[src/rtl/uc_escalonador_quadro.sv]
// rtl/uc_escalonador_quadro.sv - per-frame phase scheduler for the game datapath
//
// On every frame tick this unit runs, in order: move shots, move asteroids,
// shot/asteroid compare, ship collision and render. Each phase receives a
// one-clock start strobe, and the scheduler then waits for that phase's done
// pulse before moving on. It is the only source of the phase start strobes.
//
// Ports
//   clock, reset                  rising-edge clock, asynchronous active-high reset
//   jogando                       game running; 0 stops scheduling new frames
//   fim_mov_tiros ..fim_render    done pulses from the five phase units
//   move_tiros ..renderiza        one-clock start strobes to the five phase units
//   quadro_ativo                  high from START_MT through FIM_QUADRO
//   quadro_atrasado               sticky: a frame tick arrived while a frame was active
//   erro_timeout                  high while in ERRO (a phase never answered)
//   contagem_quadros              completed frames, wraps 255 -> 0
//   db_estado                     current state code, for debug
module uc_escalonador_quadro #(
  parameter int TICKS_QUADRO = 50000,
  parameter int TIMEOUT      = 4096,
  parameter int W_TICK       = 16,
  parameter int W_TO         = 12
) (
  input  logic       clock,
  input  logic       reset,
  input  logic       jogando,
  input  logic       fim_mov_tiros,
  input  logic       fim_mov_asteroides,
  input  logic       fim_comparacao,
  input  logic       fim_colisao_nave,
  input  logic       fim_render,
  output logic       move_tiros,
  output logic       move_asteroides,
  output logic       compara_tiros_e_asteroides,
  output logic       verifica_nave,
  output logic       renderiza,
  output logic       quadro_ativo,
  output logic       quadro_atrasado,
  output logic       erro_timeout,
  output logic [7:0] contagem_quadros,
  output logic [3:0] db_estado
);

  typedef enum logic [3:0] {
    INICIO     = 4'h0,
    ESPERA     = 4'h1,
    START_MT   = 4'h2,
    WAIT_MT    = 4'h3,
    START_MA   = 4'h4,
    WAIT_MA    = 4'h5,
    START_CMP  = 4'h6,
    WAIT_CMP   = 4'h7,
    START_NV   = 4'h8,
    WAIT_NV    = 4'h9,
    START_RD   = 4'hA,
    WAIT_RD    = 4'hB,
    FIM_QUADRO = 4'hC,
    ERRO       = 4'hF
  } estado_t;

  estado_t           estado;
  estado_t           estado_prox;
  logic [W_TICK-1:0] tick_cnt;
  logic              tick_pend;
  logic              tick_wrap;
  logic [W_TO-1:0]   to_cnt;
  logic              em_espera_fim;
  logic              fim_fase;
  logic              to_esgotado;
  logic              inicia_quadro;
  estado_t           apos_fase;

  assign tick_wrap     = jogando && (tick_cnt == W_TICK'(TICKS_QUADRO - 1));
  assign to_esgotado   = (to_cnt == W_TO'(TIMEOUT - 1));
  assign inicia_quadro = (estado == ESPERA) && (estado_prox == START_MT);

  // Select the done pulse of the phase currently being waited on; done pulses
  // of any other phase, or outside WAIT states, are never looked at.
  always_comb begin
    em_espera_fim = 1'b1;
    fim_fase      = 1'b0;
    apos_fase     = ESPERA;
    case (estado)
      WAIT_MT:  begin fim_fase = fim_mov_tiros;      apos_fase = START_MA;   end
      WAIT_MA:  begin fim_fase = fim_mov_asteroides; apos_fase = START_CMP;  end
      WAIT_CMP: begin fim_fase = fim_comparacao;     apos_fase = START_NV;   end
      WAIT_NV:  begin fim_fase = fim_colisao_nave;   apos_fase = START_RD;   end
      WAIT_RD:  begin fim_fase = fim_render;         apos_fase = FIM_QUADRO; end
      default:  em_espera_fim = 1'b0;
    endcase
  end

  always_comb begin
    estado_prox = estado;
    case (estado)
      INICIO:     estado_prox = ESPERA;
      ESPERA:     if (jogando && tick_pend) estado_prox = START_MT;
      START_MT:   estado_prox = WAIT_MT;
      START_MA:   estado_prox = WAIT_MA;
      START_CMP:  estado_prox = WAIT_CMP;
      START_NV:   estado_prox = WAIT_NV;
      START_RD:   estado_prox = WAIT_RD;
      FIM_QUADRO: estado_prox = ESPERA;
      ERRO:       estado_prox = ERRO;
      default: begin
        if (em_espera_fim) begin
          // A done pulse beats the timeout in the same cycle. If the game
          // stopped mid-frame, the finished phase drops back to ESPERA and
          // the frame is not counted.
          if (fim_fase)         estado_prox = jogando ? apos_fase : ESPERA;
          else if (to_esgotado) estado_prox = ERRO;
        end else begin
          estado_prox = ERRO;
        end
      end
    endcase
  end

  always_ff @(posedge clock or posedge reset) begin
    if (reset) begin
      estado <= INICIO;
    end else begin
      estado <= estado_prox;
    end
  end

  // Timeout counter runs only inside WAIT states; every START state zeroes it
  // so each WAIT state is entered with a fresh count.
  always_ff @(posedge clock or posedge reset) begin
    if (reset) begin
      to_cnt <= '0;
    end else if (em_espera_fim) begin
      to_cnt <= to_cnt + 1'b1;
    end else begin
      to_cnt <= '0;
    end
  end

  // Frame period counter. A wrap that lands on the ESPERA->START_MT cycle is a
  // fresh tick, so setting tick_pend takes priority over clearing it.
  always_ff @(posedge clock or posedge reset) begin
    if (reset) begin
      tick_cnt  <= '0;
      tick_pend <= 1'b0;
    end else if (!jogando) begin
      tick_cnt  <= '0;
      tick_pend <= 1'b0;
    end else begin
      tick_cnt <= tick_wrap ? '0 : tick_cnt + 1'b1;
      if (tick_wrap)          tick_pend <= 1'b1;
      else if (inicia_quadro) tick_pend <= 1'b0;
    end
  end

  always_ff @(posedge clock or posedge reset) begin
    if (reset) begin
      quadro_atrasado  <= 1'b0;
      contagem_quadros <= 8'd0;
    end else begin
      if (tick_wrap && quadro_ativo) quadro_atrasado <= 1'b1;
      if (estado == FIM_QUADRO)      contagem_quadros <= contagem_quadros + 8'd1;
    end
  end

  assign move_tiros                 = (estado == START_MT);
  assign move_asteroides            = (estado == START_MA);
  assign compara_tiros_e_asteroides = (estado == START_CMP);
  assign verifica_nave              = (estado == START_NV);
  assign renderiza                  = (estado == START_RD);
  assign quadro_ativo               = (estado >= START_MT) && (estado <= FIM_QUADRO);
  assign erro_timeout               = (estado == ERRO);
  assign db_estado                  = estado;

endmodule

[config.mk]
export PLATFORM = sky130hd
export DESIGN_NAME = uc_escalonador_quadro
export DESIGN_NICKNAME = d
export VERILOG_FILES = /design/src/rtl/uc_escalonador_quadro.sv
export SDC_FILE = /design/constraint.sdc
export NUM_CORES = 1
export LEC_CHECK = 0
export BUFFER_PORTS_ARGS = -buffer_cell sky130_fd_sc_hd__buf_2
export CAP_MARGIN = 20
export CORE_ASPECT_RATIO = 0.6
export CORE_MARGIN = 2
export CORE_UTILIZATION = 40
export CTS_BUF_LIST = sky130_fd_sc_hd__clkbuf_16
export CTS_CLUSTER_DIAMETER = 30
export CTS_CLUSTER_SIZE = 25
export DETAILED_ROUTE_END_ITERATION = 8
export GPL_TIMING_DRIVEN = 1
export PLACE_DENSITY_LB_ADDON = 0.25
export SLEW_MARGIN = 10
export SYNTH_ARGS = -nofsm -noshare
export SYNTH_HDL_FRONTEND = slang
export SYNTH_SLANG_ARGS = --single-unit
[constraint.sdc]
create_clock -name clock -period 1.9 [get_ports clock]
set_clock_uncertainty 0.1 [all_clocks]
set_input_delay 0.095 -clock clock [delete_from_list [all_inputs] [get_ports clock]]
set_output_delay 0.095 -clock clock [all_outputs]
set_load 0.05 [all_outputs]
==> impl_results.md, run 1 <==
* Tot GR Track Use at 0.172
* Tmin final at 1.83 ns
* Worst R2R Setup Slack at 0.13 ns
* Startpoint Class: flop
* IO Pins at 28
* Post-synth top area share at 0.474
* Final WS setup at 0.0695 ns
* Width of the die at 100 um
* CP max FO at 8
* Pre-CTS WS at 0.157 ns
* Fill count at 476
* Initial antenna violation count at 0
* 1st-iter DRT viols at 101
* Htree depth at 2
* Total Routed Length at 4.93 mm
* Hold crit path type: input port to flop
* Critical-path cell list: buf_4 > or2_2 > a31oi_4 > buf_6
* Chip height at 61.7 um
* Cell family with most CP delay: flip-flops
* Slew headroom at 0.657
* Final Cycle Share at 0.963
* Maxcap violations at 0
* Slowest stage cell, crit path: dfrtp_2
* Combinational group share of total power at 0.377
* Final nets at 286
* Avg Cell Area, Syn at 9.60 sq um
* Yosys cell types at 51
* LEAKAGE at 1.26 nW
* Required time worst endpoint at 1.70 ns
* Antenna violation net count after detailed routing at 0
* Flop pwr share at 0.357
* Largest net degree at the start of global routing at 43
* Die ar. at 6180 sq um
* Sequential element share of the synthesized area at 0.474
* Clock Path Buffers at 2
* P_int at 0.00190 W
* WP buf/inv at 2
* Vias per inst at 5.22
* Synth area leader: dfrtp_1
* Max IR drop VDD at 0.000750 V
* Gr ovfl total at 0
* Final setup viols at 0
* Switch share at 0.383
* EDFF count, synth at 0
* Initial Utilization at 0.426
* CP Data Arrival Time at 1.64 ns
* Dpl hpwl at 3.46 mm
* DR pass1 iterations at 5
* Via count at 1786
* Post-synthesis async set-or-reset flop share at 1.00
* Synthesized flop and latch total at 42
* Global-route wire length before repair at 8.25 mm
* # placed instances at 329
* Clock-pin transition on the worst setup and hold timing paths at 0.05 ns
* Critical Path Sink Type: primary output
* Area occupied by multi-input gates at 1120 sq um
* Final Hold Viols at 0
* Psw at 0.00118 W
* Post-Synthesis Cells at 231
* Area Overhead vs Synth at 23.0%
* Critical Path Max Stage Delay at 0.45 ns
* Clk pwr share at 0.267
* Slew @ Worst Pin at 0.515 ns
* Seq. cell area at 1050 sq um
* Mapped cell area at 2220 sq um
* Syn Nets at 242
* Root buf cell: clkbuf_16
* Max Fclk at 546 MHz
* TritonCTS clock tree: done
* Status: complete, no violations
* Ranking of synthesized cells by area: dfrtp_1 (47%), xor2_1 (5.9%), nor2_1 (5.8%), xnor2_1 (5.1%), nand4_1 (3.9%)
* Layout cells sized above 1 at 0.264
* Vias in the first global route at 1665
* Cell with the most instances after synthesis: dfrtp_1
* RSZ-0062 raised after global routing: no
* Worst setup path category: flop to primary output
* CTS Sinks at 42
* Placeable Area at 5200 sq um
* Commonest cells post-synth: dfrtp_1 (42), nor2_1 (34), nand2_1 (18)
* Routability cong. at 0.954
* Fin. max-slew vios at 0
* Post-synth top flop: dfrtp_1
* Pwr dens at 1130 nW/um^2
* Layout Cells excl Fill at 342
* Worst skew pair latency at 0.28 ns
* # rows at 20
* PortBufs at 27
* YS warnings at 0
* DRC at 0
* Post-DR wirelength/cell at 14.4 um
* Num CTS Buffers at 5
* Ant diodes at 0
-- metal layers --
layer / share of wire / track usage / vias up
met5: 0 / 0 / -
met4: 0.0051 / 0.0352 / 0
li1: - / - / 894
met2: 0.39 / 0.244 / 39
met1: 0.56 / 0.260 / 851
met3: 0.045 / 0.0522 / 2
-- cell families after synthesis --
kind of cell    count (synthesis)  share of synthesized area
mux                             4                     0.0186
fa+ha+maj                       3                     0.0169
compound gates                 26                     0.0801
xor+xnor                       28                      0.111
flops                          42                      0.474
simple gates                  110                      0.266
buf+inv                        18                     0.0344
-- layout make-up --
cell class / instances / area share
Clock buffer: 5 / 0.0459
Clock inverter: 3 / 0.00642
Inverter: 7 / 0.00963
Multi-Input combinational cell: 171 / 0.412
Sequential cell: 42 / 0.386
Tap cell: 66 / 0.0303
Timing Repair Buffer: 48 / 0.110
-- worst reg2reg max path: stages (launching register included) --
cell     delay [ns]
dfrtp_2        0.43
buf_4          0.15
mux2i_1        0.25
nor2_1         0.10
or2_2          0.32
o311a_1        0.30
-- per-stage QoR --
step | utilization | hold WS [ns] | setup TNS, ns | power (W) | cell area (sq um)
after global routing | 0.524 | 0.0253 | 0 | 0.00325 | 2730
after CTS | 0.518 | 0.0151 | 0 | 0.00302 | 2700
after floorplan | - | 0.238 | -0.0904 | 0.00190 | 2250
after global placement | 0.488 | 0.158 | 0 | 0.00217 | 2540
after detailed placement | 0.488 | 0.164 | 0 | 0.00217 | 2540
final | 0.524 | 0.0178 | 0 | 0.00308 | 2730
-- final timing paths --
path	startpoint	end	cells past startpoint
max	db_estado[1]$_DFF_PP0_	quadro_ativo	4
min	jogando	db_estado[0]$_DFF_PP0_	2
max reg2reg	db_estado[1]$_DFF_PP0_	db_estado[3]$_DFF_PP0_	5
min reg2reg	contagem_quadros[7]$_DFFE_PP0P_	contagem_quadros[7]$_DFFE_PP0P_	1
max in group asynchronous	reset	db_estado[1]$_DFF_PP0_	4
min in group asynchronous	reset	to_cnt[7]$_DFF_PP0_	4
-- timing repair --
action / in CTS / in global routing
setup endpoints to repair: 1 / 3
resized for setup: 1 / 1
hold endpoints to repair: 42 / 0
gates cloned: 0 / 0
pin swaps: 0 / 0
setup buffers: 0 / 4
hold buffers: 1 / 0
-- cells in the final DEF, fill, tap and decap left out, drive strengths merged, types with 2 or more instances in the layout --
cell type,Yosys,routed
or2,2,2
clkinv,0,2
nand2b,4,4
o21ai,3,3
and3,6,6
nand3,10,10
a31oi,2,2
dfrtp,42,42
nor2,34,34
clkbuf,4,5
or3,2,2
nor3,7,7
buf,7,47
nand4,14,14
nor4b,2,2
a21oi,6,6
xnor2,13,13
and4,3,3
nand2,18,18
a211o,2,2
xor2,15,15
ha,3,3
inv,7,8
mux2i,3,3
nor4bb,2,2
-- state kept, by name (all words and copies together), names as in the netlist --
| signal | cells |
|---|---|
| contagem_quadros | 8 |
| db_estado | 4 |
| quadro_atrasado | 1 |
| tick_cnt | 16 |
| tick_pend | 1 |
| to_cnt | 12 |
-- power groups by stage --
stage	Sequential (W)	Clock, W	Combinational (W)
floorplan	0.00120	0	0.000704
global placement	0.00112	0	0.00105
detailed placement	0.00112	0	0.00105
CTS	0.00110	0.000840	0.00107
global route	0.00112	0.000882	0.00125
finish	0.00110	0.000821	0.00116
Note: power is estimated with default switching activity, not from simulation.
==> run 2: changes to the inputs <==
--- a/config.mk
+++ b/config.mk
@@ -9,7 +9,7 @@
 export CAP_MARGIN = 20
 export CORE_ASPECT_RATIO = 0.6
 export CORE_MARGIN = 2
-export CORE_UTILIZATION = 40
+export CORE_UTILIZATION = 50
 export CTS_BUF_LIST = sky130_fd_sc_hd__clkbuf_16
 export CTS_CLUSTER_DIAMETER = 30
 export CTS_CLUSTER_SIZE = 25
==> run 2 against run 1 <==
Against the previous run:
- first-iteration DRC count fell by 9.9%
- sequential power barely moved
- sequential cell count did not move
- global-route usage rose by 2.0 points
- fmax rose by 3.9%
- clock power fell by 3.7%
- routed wire length fell by 3.0%
- register-to-register slack improved by 0.02 ns
- highest routed layer unchanged
==> impl_results.md, run 2 (synthesis results as in run 1) <==
* Fin. max-slew vios at 0 (unchanged)
* Layout cells sized above 1 at 0.244 (-0.0200)
* Top flop regs: tick_cnt: 16 flops, to_cnt: 12 flops, contagem_quadros: 8 flops
* Number of flip-flops in the largest register at 16 (unchanged)
* Final WS setup at 0.138 ns (+0.0689 ns)
* Chip height at 55.6 um (-9.9%)
* Final setup viols at 0 (unchanged)
* Clock Path Buffers at 2 (unchanged)
* LEAKAGE at 1.24 nW (-2.2%)
* Pwr dens at 1110 nW/um^2 (-1.3%)
* TritonCTS clock tree: done
* Total Routed Length at 4.79 mm (-3.0%)
* Worst skew pair latency at 0.28 ns (about the same)
* Hold crit path type: input port to flop
* Final Hold Viols at 0 (unchanged)
* Critical-path cell list: buf_4 > or2_4 > a31oi_4 > buf_6
* CP Launch Point: db_estado[1]$_DFF_PP0_
* Global routing's busiest layer: met1
* IO Pins at 28 (unchanged)
* Max IR drop VDD at 0.000749 V (about the same)
* Grt met3 use at 0.0407 (-0.0116)
* Met2 GRT Util at 0.280 (+0.0358)
* Tmin final at 1.76 ns (-0.0689 ns)
* PortBufs at 27 (unchanged)
* Area occupied by multi-input gates at 1130 sq um (+0.22%)
* Commonest cells after routing, fill and taps aside: dfrtp_1 (41), nor2_1 (29), buf_2 (24)
* Global-route wire length before repair at 7.75 mm (-6.0%)
* Clock-pin transition on the worst setup and hold timing paths at 0.06 ns (about the same)
* Grt met1 use at 0.300 (+0.0398)
* Maxcap violations at 0 (unchanged)
* DRC at 0 (unchanged)
* Required time worst endpoint at 1.70 ns (about the same)
* Top reg by flops: tick_cnt
* Placeable Area at 4190 sq um (-20%)
* Initial antenna violation count at 0 (unchanged)
* Post-CTS repair timing setup buffer count at 0 (unchanged)
* Worst R2R Setup Slack at 0.15 ns (+0.02 ns)
* # rows at 18 (-10%)
* Slowest stage cell, crit path: dfrtp_2
* Routability cong. at 0.880 (-7.8%)
* CTS Sinks at 42 (unchanged)
* Initial Utilization at 0.530 (+0.103)
* Dpl hpwl at 3.35 mm (-2.9%)
* Root buf cell: clkbuf_16
* # placed instances at 321 (-2.4%)
* Area Overhead vs Synth at 21.3%
* Ant diodes at 0 (unchanged)
* Num CTS Buffers at 5 (unchanged)
* Slew headroom at 0.641 (-0.0162)
* FF-to-FF path depth at 5 (unchanged)
* Worst setup path category: flop to primary output
* Commonest non-fill, non-tap cell in the layout: dfrtp_1
* Max Fclk at 568 MHz (+3.9%)
* Fill count at 370 (-22%)
* Critical Path Max Stage Delay at 0.49 ns (+0.04 ns)
* RSZ-0062 raised after global routing: no
* Gr ovfl total at 0 (unchanged)
* Htree depth at 2 (unchanged)
* Critical Path Sink Type: primary output
* Antenna violation net count after detailed routing at 0 (unchanged)
* Seq. cell area at 1050 sq um (unchanged)
* Setup_tns at 0 ns (unchanged)
* Width of the die at 90.0 um (-10%)
* RR Startpoint: db_estado[2]$_DFF_PP0_
* Largest net degree at the start of global routing at 43 (unchanged)
* Core Util, Final at 0.642 (+0.118)
* Startpoint Class: flop
* CP max FO at 11 (+3)
* Via count at 1818 (+1.8%)
* Vias per inst at 5.51 (+5.5%)
* Pre-CTS WS at 0.129 ns (-0.0282 ns)
* CP Data Arrival Time at 1.57 ns (-0.07 ns)
* Slew @ Worst Pin at 0.539 ns (+0.0243 ns)
* Post-DR wirelength/cell at 14.5 um (+0.57%)
* Layout Cells excl Fill at 330 (-3.5%)
* Status: complete, no violations
* Vias in the first global route at 1593 (-4.3%)
* Die ar. at 5000 sq um (-19%)
* Final nets at 280 (-2.1%)
* Tot GR Track Use at 0.192 (+0.0198)
* Final Cycle Share at 0.927 (-0.0363)
* Crit Reg-Reg Endpoint: contagem_quadros[6]$_DFFE_PP0P_
* 1st-iter DRT viols at 91 (-9.9%)
* CP Capture Point: quadro_ativo
* DR pass1 iterations at 4 (-1)
-- run 2: cell types whose count changed in the layout (fill, tap and decap cells not counted) --
cell / before / now
buf_12: 0 / 1
or2_4: 0 / 1
buf_4: 20 / 13
clkinv_1: 0 / 1
clkinv_4: 1 / 0
clkbuf_4: 0 / 2
buf_2: 26 / 24
or2_2: 2 / 1
-- run 2: worst max-delay path: cells and delay by family (launching register included) --
kind,cells,cell delay [ns]
AND/OR/NAND/NOR,1,0.26
flip-flops,1,0.49
buffers and inverters,2,0.37
AO/OA/AOI/OAI,1,0.18
-- run 2: report_power, final --
group / internal (W) / switching (W)
clock network: 0.000474 / 0.000316
logic: 0.000399 / 0.000697
registers: 0.000975 / 0.000131
total: 0.00185 / 0.00115
-- run 2: how the worst min path moves through the flow --
stage / from / endpoint / slack, ns / cells after the start
final: jogando / db_estado[0]$_DFF_PP0_ / 0.02 / 2
after global routing: jogando / db_estado[0]$_DFF_PP0_ / 0.02 / 2
after CTS: jogando / db_estado[0]$_DFF_PP0_ / 0.007 / 2
after detailed placement: reset / tick_cnt[11]$_DFF_PP0_ / 0.15 / 3
after global placement: reset / tick_cnt[11]$_DFF_PP0_ / 0.15 / 3
after floorplan: reset / contagem_quadros[0]$_DFFE_PP0P_ / 0.24 / 1
-- run 2: area by class of cell --
type	count	share of cell area
Sequential cell	42	0.391
Inverter	7	0.00976
Multi-Input combinational cell	171	0.418
Clock inverter	3	0.00465
Tap cell	60	0.0279
Timing Repair Buffer	42	0.102
Clock buffer	5	0.0465
-- run 2: per-stage QoR --
step / total power (W) / hold WS (ns) / instance area (sq um)
2_1_floorplan: 0.00190 / 0.238 / 2250
3_3_place_gp: 0.00217 / 0.149 / 2530
3_5_place_dp: 0.00218 / 0.155 / 2530
4_1_cts: 0.00299 / 0.00725 / 2680
5_1_grt: 0.00315 / 0.0215 / 2690
6_report: 0.00299 / 0.0157 / 2690
-- run 2: what timing repair did --
item,in CTS,in global routing
hold buffers,1,0
endpoints found under the setup margin,1,3
resized for setup,1,4
hold endpoints to repair,42,0
pin swaps,0,0
-- run 2: per-layer routing --
metal  wire [um]  up-vias
li1            -      886
met1        2500      884
met2        2050       46
met3         221        2
met4          13        0
met5           0        -
==> run 3: changes to the inputs <==
--- a/config.mk
+++ b/config.mk
@@ -7,7 +7,7 @@
 export LEC_CHECK = 0
 export BUFFER_PORTS_ARGS = -buffer_cell sky130_fd_sc_hd__buf_2
 export CAP_MARGIN = 20
-export CORE_ASPECT_RATIO = 0.6
+export CORE_ASPECT_RATIO = 1.75
 export CORE_MARGIN = 2
 export CORE_UTILIZATION = 50
 export CTS_BUF_LIST = sky130_fd_sc_hd__clkbuf_16
@@ -16,6 +16,7 @@
 export DETAILED_ROUTE_END_ITERATION = 8
 export GPL_TIMING_DRIVEN = 1
 export PLACE_DENSITY_LB_ADDON = 0.25
+export SKIP_LAST_GASP = 1
 export SLEW_MARGIN = 10
 export SYNTH_ARGS = -nofsm -noshare
 export SYNTH_HDL_FRONTEND = slang
==> constraint.sdc (replaced) <==
create_clock -name clock -period 1.9 [get_ports clock]
set_clock_uncertainty 0.1 [all_clocks]
set_input_delay 0.19 -clock clock [delete_from_list [all_inputs] [get_ports clock]]
set_output_delay 0.19 -clock clock [all_outputs]
set_load 0.05 [all_outputs]
==> run 3 against run 2 <==
Against the previous run:
- routed wire length is 1.2% lower
- non-clock buffer count is 1 lower
- via count is 1.2% lower
- combinational power hardly changed
- die area hardly changed
- total power is 9.9% higher
- register-to-register slack worse by 0.05 ns
- clock power is 40% higher
- sequential share of layout area is 0.45 points lower
- first-iteration DRC count is 51% lower
- largest cell class unchanged
- largest power group is now clock
==> impl_results.md, run 3 (synthesis results as in run 1) <==
* Pre-CTS WS at 0.174 ns (+0.0451 ns)
* Worst setup path category: flop to primary output
* Power Total at 0.00329 W (+9.9%)
* TritonCTS clock tree: done
* Final nets at 279 (-0.36%)
* Post-DP Area at 2490 sq um (-1.4%)
* Startpoint Class: flop
* Initial Utilization at 0.513 (-0.0165)
* WHS at 0.106 ns (+0.0901 ns)
* Dpl hpwl at 3.25 mm (-3.1%)
* Required time worst endpoint at 1.61 ns (-0.09 ns)
* Gr ovfl total at 0 (unchanged)
* Top reg by flops: tick_cnt
* Vias per inst at 5.62 (+1.9%)
* LEAKAGE at 1.25 nW (+0.94%)
* P_int at 0.00212 W (+15%)
* Switch share at 0.355 (-0.0274)
* RSZ-0062 raised after global routing: yes
* Final Cycle Share at 0.976 (+0.0488)
* Flop pwr share at 0.335 (-0.034)
* Total Routed Length at 4.73 mm (-1.2%)
* Fill count at 382 (+3.2%)
* Status: complete, no violations
* Fin. max-slew vios at 0 (unchanged)
* Psw at 0.00117 W (+2.0%)
* Layout cells sized above 1 at 0.257 (+0.0121)
* Design Area, Final at 2720 sq um (+1.2%)
* IO Pins at 28 (unchanged)
* Maxcap violations at 0 (unchanged)
* Setup_tns at 0 ns (unchanged)
* Width of the die at 54.4 um (-40%)
* Tot GR Track Use at 0.212 (+0.0201)
* Vias in the first global route at 1786 (+12%)
* Num CTS Buffers at 5 (unchanged)
* Root buf cell: clkbuf_16
* Placeable Area at 4320 sq um (+3.2%)
* Worst skew pair latency at 0.29 ns (about the same)
* Chip height at 92.1 um (+66%)
* Final setup viols at 0 (unchanged)
* Commonest cells after routing, fill and taps aside: dfrtp_1 (41), nor2_1 (29), buf_2 (26)
* # rows at 32 (+14)
* Slew headroom at 0.639 (-0.00161)
* Routability cong. at 0.790 (-10%)
* Worst R2R Setup Slack at 0.10 ns (-0.05 ns)
* Number of flip-flops in the largest register at 16 (unchanged)
* CTS Sinks at 42 (unchanged)
* CP Data Arrival Time at 1.56 ns (about the same)
* Max IR drop VDD at 0.00105 V (+40%)
* PortBufs at 27 (unchanged)
* Commonest non-fill, non-tap cell in the layout: dfrtp_1
* Htree depth at 2 (unchanged)
* Pwr dens at 1210 nW/um^2 (+8.6%)
* Largest net degree at the start of global routing at 43 (unchanged)
* Combinational group share of total power at 0.329 (-0.037)
* Post-DR wirelength/cell at 14.8 um (+1.9%)
* Clock Path Buffers at 2 (unchanged)
* Final WS setup at 0.0456 ns (-0.0927 ns)
* CP max FO at 11 (unchanged)
* Hold crit path type: input port to flop
* Critical Path Sink Type: primary output
* Final Hold Viols at 0 (unchanged)
* Die ar. at 5010 sq um (about the same)
* Area Overhead vs Synth at 22.7%
* Clk pwr share at 0.337 (+0.073)
* Clock-pin transition on the worst setup and hold timing paths at 0.06 ns (about the same)
* 1st-iter DRT viols at 45 (-51%)
* Tmin final at 1.85 ns (+0.0927 ns)
* Max Fclk at 539 MHz (-5.0%)
* Top flop regs: tick_cnt: 16 flops, to_cnt: 12 flops, contagem_quadros: 8 flops
* Antenna violation net count after detailed routing at 0 (unchanged)
* Slew @ Worst Pin at 0.542 ns (+0.00242 ns)
* Global-route wire length before repair at 7.98 mm (+3.0%)
* Ant diodes at 0 (unchanged)
* Initial antenna violation count at 0 (unchanged)
* DR pass1 iterations at 4 (unchanged)
* Via count at 1797 (-1.2%)
* DRC at 0 (unchanged)
-- run 3: cell count changes in the layout (fill, tap and decap cells not counted), sizes merged --
cell    before  now
bufinv       0    2
clkbuf       7    5
inv          8    7
buf         39   40
clkinv       2    1
-- run 3: critical path: stages (launching register included) --
cell and delay (ns):
dfrtp_2 0.49, or2_2 0.37, a31oi_4 0.20, buf_4 0.22
-- run 3: what timing repair did --
item                       CTS  global route
gates resized for setup      1             2
gates cloned                 0             0
buffers inserted             0             2
hold buffers                 1             0
setup endpoints to repair    1             4
hold endpoints to repair    42             0
pin swaps                    0             0
-- run 3: power groups by stage --
stage	clock network [W]	registers, W	logic [W]
after floorplan	0	0.00120	0.000719
after global placement	0	0.00112	0.00101
after detailed placement	0	0.00112	0.00102
after CTS	0.00113	0.00111	0.00103
after global routing	0.00116	0.00112	0.00118
final	0.00111	0.00110	0.00108
-- run 3: path summary, 6_finish.rpt --
check	startpoint	to	cells past startpoint
worst min register to register	contagem_quadros[7]$_DFFE_PP0P_	contagem_quadros[7]$_DFFE_PP0P_	1
worst max-delay path	db_estado[1]$_DFF_PP0_	quadro_ativo	3
worst max register to register	db_estado[1]$_DFF_PP0_	db_estado[3]$_DFF_PP0_	5
min in group asynchronous	reset	to_cnt[6]$_DFF_PP0_	4
max in group asynchronous	reset	db_estado[1]$_DFF_PP0_	4
worst min-delay path	jogando	db_estado[0]$_DFF_PP0_	2
-- run 3: cell type report --
type                            instances  area (sq um)  area share
Tap cell                               51          63.8      0.0234
Multi-Input combinational cell        171          1140       0.419
Inverter                                7          26.3     0.00965
Clock buffer                            5           125      0.0460
Timing Repair Buffer                   41           245      0.0901
Clock inverter                          3          68.8      0.0253
Sequential cell                        42          1050       0.386
-- run 3: through the flow --
step | util | instances
6_report | 0.630 | 320
5_1_grt | 0.630 | 320
4_1_cts | 0.625 | 318
3_5_place_dp | 0.577 | 309
3_3_place_gp | 0.577 | 309
2_1_floorplan | - | 231
-- run 3: metal layers --
layer  wire [um]  global-route usage
met5           0                   0
met4         122              0.0958
met2        2540               0.361
met1        1970               0.245
met3         102              0.0391
